[config.mk]
export PLATFORM = sky130hd
export DESIGN_NAME = ucsbece154b_mem_arbiter
export DESIGN_NICKNAME = d
export VERILOG_FILES = /design/src/rtl/ucsbece154b_mem_arbiter_pkg.sv /design/src/rtl/ucsbece154b_prio_enc3.sv /design/src/rtl/ucsbece154b_mem_arbiter.sv
export SDC_FILE = /design/constraint.sdc
export NUM_CORES = 1
export LEC_CHECK = 0
export CAP_MARGIN = 20
export CORE_UTILIZATION = 34
export CTS_CLUSTER_SIZE = 24
export DETAILED_ROUTE_END_ITERATION = 8
export GPL_ROUTABILITY_DRIVEN = 0
export PLACE_DENSITY = 0.78
export SLEW_MARGIN = 20
export SYNTH_ARGS = -nofsm -noshare
export SYNTH_HDL_FRONTEND = slang
export SYNTH_SLANG_ARGS = --single-unit
[constraint.sdc]
create_clock -name clk -period 2 [get_ports clk]
set_clock_uncertainty 0.15 [all_clocks]
set_input_delay 0.5 -clock clk [delete_from_list [all_inputs] [get_ports clk]]
set_output_delay 0.5 -clock clk [all_outputs]
set_load 0.01 [all_outputs]
[src/rtl/ucsbece154b_mem_arbiter_pkg.sv]
// Shared encodings for the main-memory arbiter: transaction owner, FSM state
// and the default read-burst length.
package ucsbece154b_mem_arbiter_pkg;

  typedef enum logic [1:0] {
    OWN_NONE = 2'd0,
    OWN_D    = 2'd1,
    OWN_I    = 2'd2,
    OWN_P    = 2'd3
  } owner_t;

  typedef enum logic [1:0] {
    ST_IDLE = 2'd0,
    ST_REQ  = 2'd1,
    ST_RESP = 2'd2
  } state_t;

  localparam int BLOCK_WORDS_DEFAULT = 4;

  // One-hot grant vector {P, I, D} to owner tag.
  function automatic owner_t gnt_to_owner(input logic [2:0] gnt);
    owner_t own;
    own = OWN_NONE;
    if (gnt[0])      own = OWN_D;
    else if (gnt[1]) own = OWN_I;
    else if (gnt[2]) own = OWN_P;
    return own;
  endfunction

endpackage

[src/rtl/ucsbece154b_prio_enc3.sv]
// Fixed-priority 3:1 one-hot grant; bit 0 has the highest priority.
module ucsbece154b_prio_enc3 (
  input  logic [2:0] req,
  output logic [2:0] gnt
);

  always_comb begin
    // NOTE: every combinational output gets a default first so no path leaves it unassigned (no latch).
    gnt = 3'b000;
    if (req[0])      gnt = 3'b001;
    else if (req[1]) gnt = 3'b010;
    else if (req[2]) gnt = 3'b100;
  end

endmodule

[src/rtl/ucsbece154b_mem_arbiter.sv]
// Non-preemptive D > I > P arbiter for the single main-memory port:
// single-word data writes, BLOCK_WORDS-word read bursts, prefetch cancel.
module ucsbece154b_mem_arbiter
  import ucsbece154b_mem_arbiter_pkg::*;
#(
  parameter int ADDR_WIDTH  = 32,
  parameter int DATA_WIDTH  = 32,
  parameter int BLOCK_WORDS = BLOCK_WORDS_DEFAULT
) (
  input  logic                  clk,
  input  logic                  reset,
  input  logic                  d_req_i,
  input  logic                  d_we_i,
  input  logic [ADDR_WIDTH-1:0] d_addr_i,
  input  logic [DATA_WIDTH-1:0] d_wdata_i,
  output logic                  d_gnt_o,
  output logic                  d_rvalid_o,
  output logic                  d_done_o,
  input  logic                  i_req_i,
  input  logic [ADDR_WIDTH-1:0] i_addr_i,
  output logic                  i_gnt_o,
  output logic                  i_rvalid_o,
  output logic                  i_done_o,
  input  logic                  p_req_i,
  input  logic [ADDR_WIDTH-1:0] p_addr_i,
  input  logic                  p_cancel_i,
  output logic                  p_gnt_o,
  output logic                  p_rvalid_o,
  output logic                  p_done_o,
  output logic [DATA_WIDTH-1:0] rdata_o,
  output logic                  mem_req_o,
  output logic                  mem_we_o,
  output logic [ADDR_WIDTH-1:0] mem_addr_o,
  output logic [DATA_WIDTH-1:0] mem_wdata_o,
  input  logic                  mem_ready_i,
  input  logic                  mem_rvalid_i,
  input  logic [DATA_WIDTH-1:0] mem_rdata_i
);

  localparam int CNT_W = $clog2(BLOCK_WORDS);
  typedef logic [CNT_W-1:0] cnt_t;
  localparam cnt_t LAST_WORD = cnt_t'(BLOCK_WORDS - 1);

  state_t                state, state_n;
  owner_t                owner;
  logic [ADDR_WIDTH-1:0] addr_q;
  logic                  we_q;
  logic [DATA_WIDTH-1:0] wdata_q;
  logic [DATA_WIDTH-1:0] rdata_q;
  cnt_t                  cnt;
  logic                  drop;

  logic [2:0] req_vec, gnt_vec;
  logic       grant, accept, word, last, finish, cancel_now, p_mute;

  assign req_vec = {p_req_i, i_req_i, d_req_i};

  ucsbece154b_prio_enc3 u_prio (
    .req (req_vec),
    .gnt (gnt_vec)
  );

  // Outputs are gated by reset so the cycle reset is applied already looks idle.
  assign grant      = !reset && (state == ST_IDLE) && (gnt_vec != 3'b000);
  assign accept     = !reset && (state == ST_REQ) && mem_ready_i;
  assign word       = !reset && (state == ST_RESP) && mem_rvalid_i;
  assign last       = word && (cnt == LAST_WORD);
  assign finish     = (accept && we_q) || last;
  assign cancel_now = p_cancel_i && (owner == OWN_P) && (state != ST_IDLE);
  assign p_mute     = drop || cancel_now;

  always_ff @(posedge clk) begin
    // NOTE: sequential state uses non-blocking assignments so every register samples pre-edge values.
    if (reset) state <= ST_IDLE;
    else       state <= state_n;
  end

  always_comb begin
    state_n = state;
    unique case (state)
      ST_IDLE: if (gnt_vec != 3'b000) state_n = ST_REQ;
      ST_REQ:  if (mem_ready_i)       state_n = we_q ? ST_IDLE : ST_RESP;
      ST_RESP: if (mem_rvalid_i && (cnt == LAST_WORD)) state_n = ST_IDLE;
      default: state_n = ST_IDLE;
    endcase
  end

  always_comb begin
    d_gnt_o     = grant && gnt_vec[0];
    i_gnt_o     = grant && gnt_vec[1];
    p_gnt_o     = grant && gnt_vec[2];
    d_rvalid_o  = word && (owner == OWN_D);
    i_rvalid_o  = word && (owner == OWN_I);
    p_rvalid_o  = word && (owner == OWN_P) && !p_mute;
    d_done_o    = finish && (owner == OWN_D);
    i_done_o    = finish && (owner == OWN_I);
    p_done_o    = finish && (owner == OWN_P) && !p_mute;
    mem_req_o   = !reset && (state == ST_REQ);
    mem_we_o    = !reset && (state == ST_REQ) && we_q;
    mem_addr_o  = addr_q;
    mem_wdata_o = wdata_q;
    rdata_o     = word ? mem_rdata_i : rdata_q;
  end

  always_ff @(posedge clk) begin
    if (reset) begin
      owner   <= OWN_NONE;
      addr_q  <= '0;
      we_q    <= 1'b0;
      wdata_q <= '0;
      rdata_q <= '0;
      cnt     <= '0;
      drop    <= 1'b0;
    end else begin
      if (grant) begin
        owner   <= gnt_to_owner(gnt_vec);
        addr_q  <= gnt_vec[0] ? d_addr_i : (gnt_vec[1] ? i_addr_i : p_addr_i);
        we_q    <= gnt_vec[0] && d_we_i;
        wdata_q <= d_wdata_i;
      end
      if (accept) cnt <= '0;
      if (word) begin
        rdata_q <= mem_rdata_i;
        cnt     <= cnt + cnt_t'(1);
      end
      // Drop survives until the drained burst ends, then clears with the owner.
      if (finish) begin
        owner <= OWN_NONE;
        drop  <= 1'b0;
      end else if (cancel_now) begin
        drop  <= 1'b1;
      end
    end
  end

endmodule
==> results.cfg, run 1 <==
[run_status]
outcome = finished, violations left
violations = negative setup slack

[logic_synthesis]
yosysUniqueCellTypes = 33
synth_seq_area_share_pct = 44.0
synth_ff_type = dfxtp_1
yosys_warnings = 0
synth_enable_flop_cells = 0
syn-instance-count = 488
ys_async_sr_fraction_pct = 0
syn_area_per_cell_um2 = 9.69
synth_fp_nets = 658
syn_area_um2 = 4730
ys_ff_latch = 104

[global_route]
antenna_found_initial = 0
grt_pass1_vias = 5277
grt.met1_usage_pct = 26.3
busiest_layer = met2
grt_pass1_wl_mm = 27.2
use_met3_pct = 7.37
grtUsageMet2_pct = 43.5
grt_max_degree = 59
grtUsageTotal_pct = 24.1
grt_overflow = 0

[cts]
cts_tree = yes
clk_pin_slew_worst_paths_ps = 70
clk-insertion-delay-late_ps = 350
cts_root_buf = clkbuf_16
cts_made_buffers = 9
h-tree-depth = 3
clockBufferDepth = 2
hold_buffers = 0
cts_sinks = 104

[pwr]
vdd_drop_max_v = 0.000363
design_power_total_w = 0.00581
p_leak_nw = 3.50
power_density_nw_per_um2 = 664

[worst_setup_path]
timing.rr.end = rdata_q[6]$_SDFF_PP0_
crit_fanout = 6
crit_end = rdata_o[20]
rr_startpoint = state[0]$_SDFFE_PP0P_
critPathKind = in2out
arrival_ps = 1740
cp-end-kind = primary output
cp_data_required_time_ps = 1350
reg2regPathDepth = 7
critPathLaunch = reset
cp-start-kind = input pin
r2r_slack_ps = 90

[sta]
relSlewSlack_pct = 62.9
layout_setup_ws_ps = -395
worst_pin_slew_ps = 557
final_max_slew_viol_count = 0
post-route-period-util_pct = 120
period_needed_ps = 2390
max_freq_mhz = 418
hold_violations = 0
setup-violations-final = 43
rsz0062_at_grt = true

[placed_design]
place_area_um2 = 7930
dp_slack_ps = -1040
hpwl_mm = 12.1
io_buffers = 275

[floorplanning]
chipWidth_um = 120
die_area_um2 = 14400
fp.coreArea_um2 = 13400
ioPinCount = 276
row_count = 42
die_y_um = 120
initial_utilization_pct = 35.3

[drt]
drt_iter0_markers = 168
wirelength_mm = 17.4
vias = 4919
antenna_left = 0
drc = 0
drtPass1Iterations = 4
viasPerCell = 5.03
wl_per_cell_um = 17.8

[cells_and_area]
design_area_um2 = 8750
antenna_cells = 0
area_growth_pct = 85.0
final_nets = 966
layout_common_cells = clkdlybuf4s50_1 (227), dfxtp_1 (102), buf_4 (50), buf_6 (47), a21oi_1 (38)
drive_gt1_share_pct = 26.8
final_common_cell = clkdlybuf4s50_1

[min_path]
hold_path_class = reg2reg

[run]
cap_violations = 0
==> repair_timing <==
action | 4_1_cts | 5_1_grt
setup buffers | 24 | 6
pin swaps | 6 | 4
gates cloned | 4 | 0
hold endpoints to repair | 0 | 0
endpoints found under the setup margin | 43 | 43
resized for setup | 264 | 12
==> per-layer routing <==
| layer | wire length (um) | vias to the layer above |
|---|---|---|
| met3 | 1490 | 25 |
| met4 | 350 | 0 |
| met5 | 0 | - |
| met1 | 6790 | 2329 |
| met2 | 8730 | 211 |
| li1 | - | 2354 |
==> logic make-up after synthesis <==
family | Yosys count | synth area share, %
and+or+nand+nor | 131 | 16.6
AOI/OAI and AO/OA | 108 | 12.7
DFF | 104 | 44.0
muxes | 96 | 22.0
buffers and inverters | 48 | 4.47
adders and majority gates | 1 | 0.265
==> synth_stat cells, types with 2 or more instances <==
| master | instances | share of area (%) |
|---|---|---|
| a21oi_1 | 38 | 4.0 |
| and2_1 | 3 | 0.40 |
| and3b_1 | 4 | 0.74 |
| buf_1 | 7 | 0.56 |
| buf_2 | 13 | 1.4 |
| buf_6 | 2 | 0.48 |
| clkbuf_1 | 23 | 1.8 |
| dfxtp_1 | 104 | 44 |
| inv_1 | 3 | 0.24 |
| mux2_2 | 64 | 15 |
| mux2i_1 | 32 | 6.8 |
| nand2_1 | 5 | 0.40 |
| nand2b_1 | 32 | 4.2 |
| nand3_1 | 33 | 3.5 |
| nor2_1 | 5 | 0.40 |
| nor2b_1 | 33 | 4.4 |
| nor3_1 | 3 | 0.32 |
| nor3b_1 | 4 | 0.63 |
| nor4_1 | 2 | 0.26 |
| nor4b_1 | 2 | 0.37 |
| o21ai_0 | 33 | 3.5 |
| o22ai_1 | 32 | 4.2 |
==> flip-flops by register name, summed over array words and instances, names as in the netlist <==
signal	flops
cnt	2
drop	1
mem_addr_o	32
mem_wdata_o	32
owner	2
rdata_q	32
state	2
we_q	1
==> power by group <==
part | leakage [nW] | internal [W] | switching [W]
Combinational | 2.48 | 0.000908 | 0.000612
Clock | 0.169 | 0.00120 | 0.000777
Sequential | 0.853 | 0.00223 | 0.0000824
==> worst max-delay path, cell delays in order <==
cell and delay (ps):
buf_4 140, and4bb_4 380, buf_12 140, buf_12 130, mux2_4 310, buf_6 120
==> stage by stage <==
| step | hold WS [ps] | cells | setup TNS, ps | utilization [%] |
|---|---|---|---|---|
| after floorplan | 292 | 488 | -812 | - |
| after global placement | 297 | 935 | -55390 | 59.1 |
| after detailed placement | 316 | 935 | -59090 | 59.1 |
| after CTS | 327 | 977 | -15980 | 65.4 |
| after global routing | 353 | 977 | -16810 | 65.3 |
| final | 321 | 977 | -14650 | 65.3 |
==> final cells by class <==
type | instances | area, um2
clock inverter | 4 | 73.8
multi-input combinational | 336 | 2690
inverter | 3 | 11.3
tap | 176 | 220
fill | 1026 | 4650
timing repair buffer | 342 | 3410
clock buffer | 12 | 267
sequential | 104 | 2090
==> worst min-delay path by stage <==
stage | cells past startpoint | endpoint | from | slack (ps)
6_report | 2 | cnt[1]$_SDFFE_PP0P_ | cnt[1]$_SDFFE_PP0P_ | 320
3_3_place_gp | 2 | cnt[1]$_SDFFE_PP0P_ | cnt[1]$_SDFFE_PP0P_ | 300
4_1_cts | 2 | cnt[1]$_SDFFE_PP0P_ | cnt[1]$_SDFFE_PP0P_ | 330
5_1_grt | 2 | mem_wdata_o[11]$_SDFFE_PP0P_ | mem_wdata_o[11]$_SDFFE_PP0P_ | 350
2_1_floorplan | 2 | cnt[1]$_SDFFE_PP0P_ | cnt[1]$_SDFFE_PP0P_ | 290
3_5_place_dp | 2 | cnt[1]$_SDFFE_PP0P_ | cnt[1]$_SDFFE_PP0P_ | 320
No activity file was read; power rests on OpenSTA's default activity.
==> run 2: changes to the inputs <==
--- a/config.mk
+++ b/config.mk
@@ -7,11 +7,11 @@
 export LEC_CHECK = 0
 export CAP_MARGIN = 20
 export CORE_UTILIZATION = 34
+export CTS_BUF_LIST = sky130_fd_sc_hd__clkbuf_4 sky130_fd_sc_hd__clkbuf_8 sky130_fd_sc_hd__clkbuf_16
 export CTS_CLUSTER_SIZE = 24
 export DETAILED_ROUTE_END_ITERATION = 8
 export GPL_ROUTABILITY_DRIVEN = 0
 export PLACE_DENSITY = 0.78
-export SLEW_MARGIN = 20
 export SYNTH_ARGS = -nofsm -noshare
 export SYNTH_HDL_FRONTEND = slang
 export SYNTH_SLANG_ARGS = --single-unit
==> results of run 2 <==
Same layout as run 1: the final DEF is identical, and so are final timing and power.
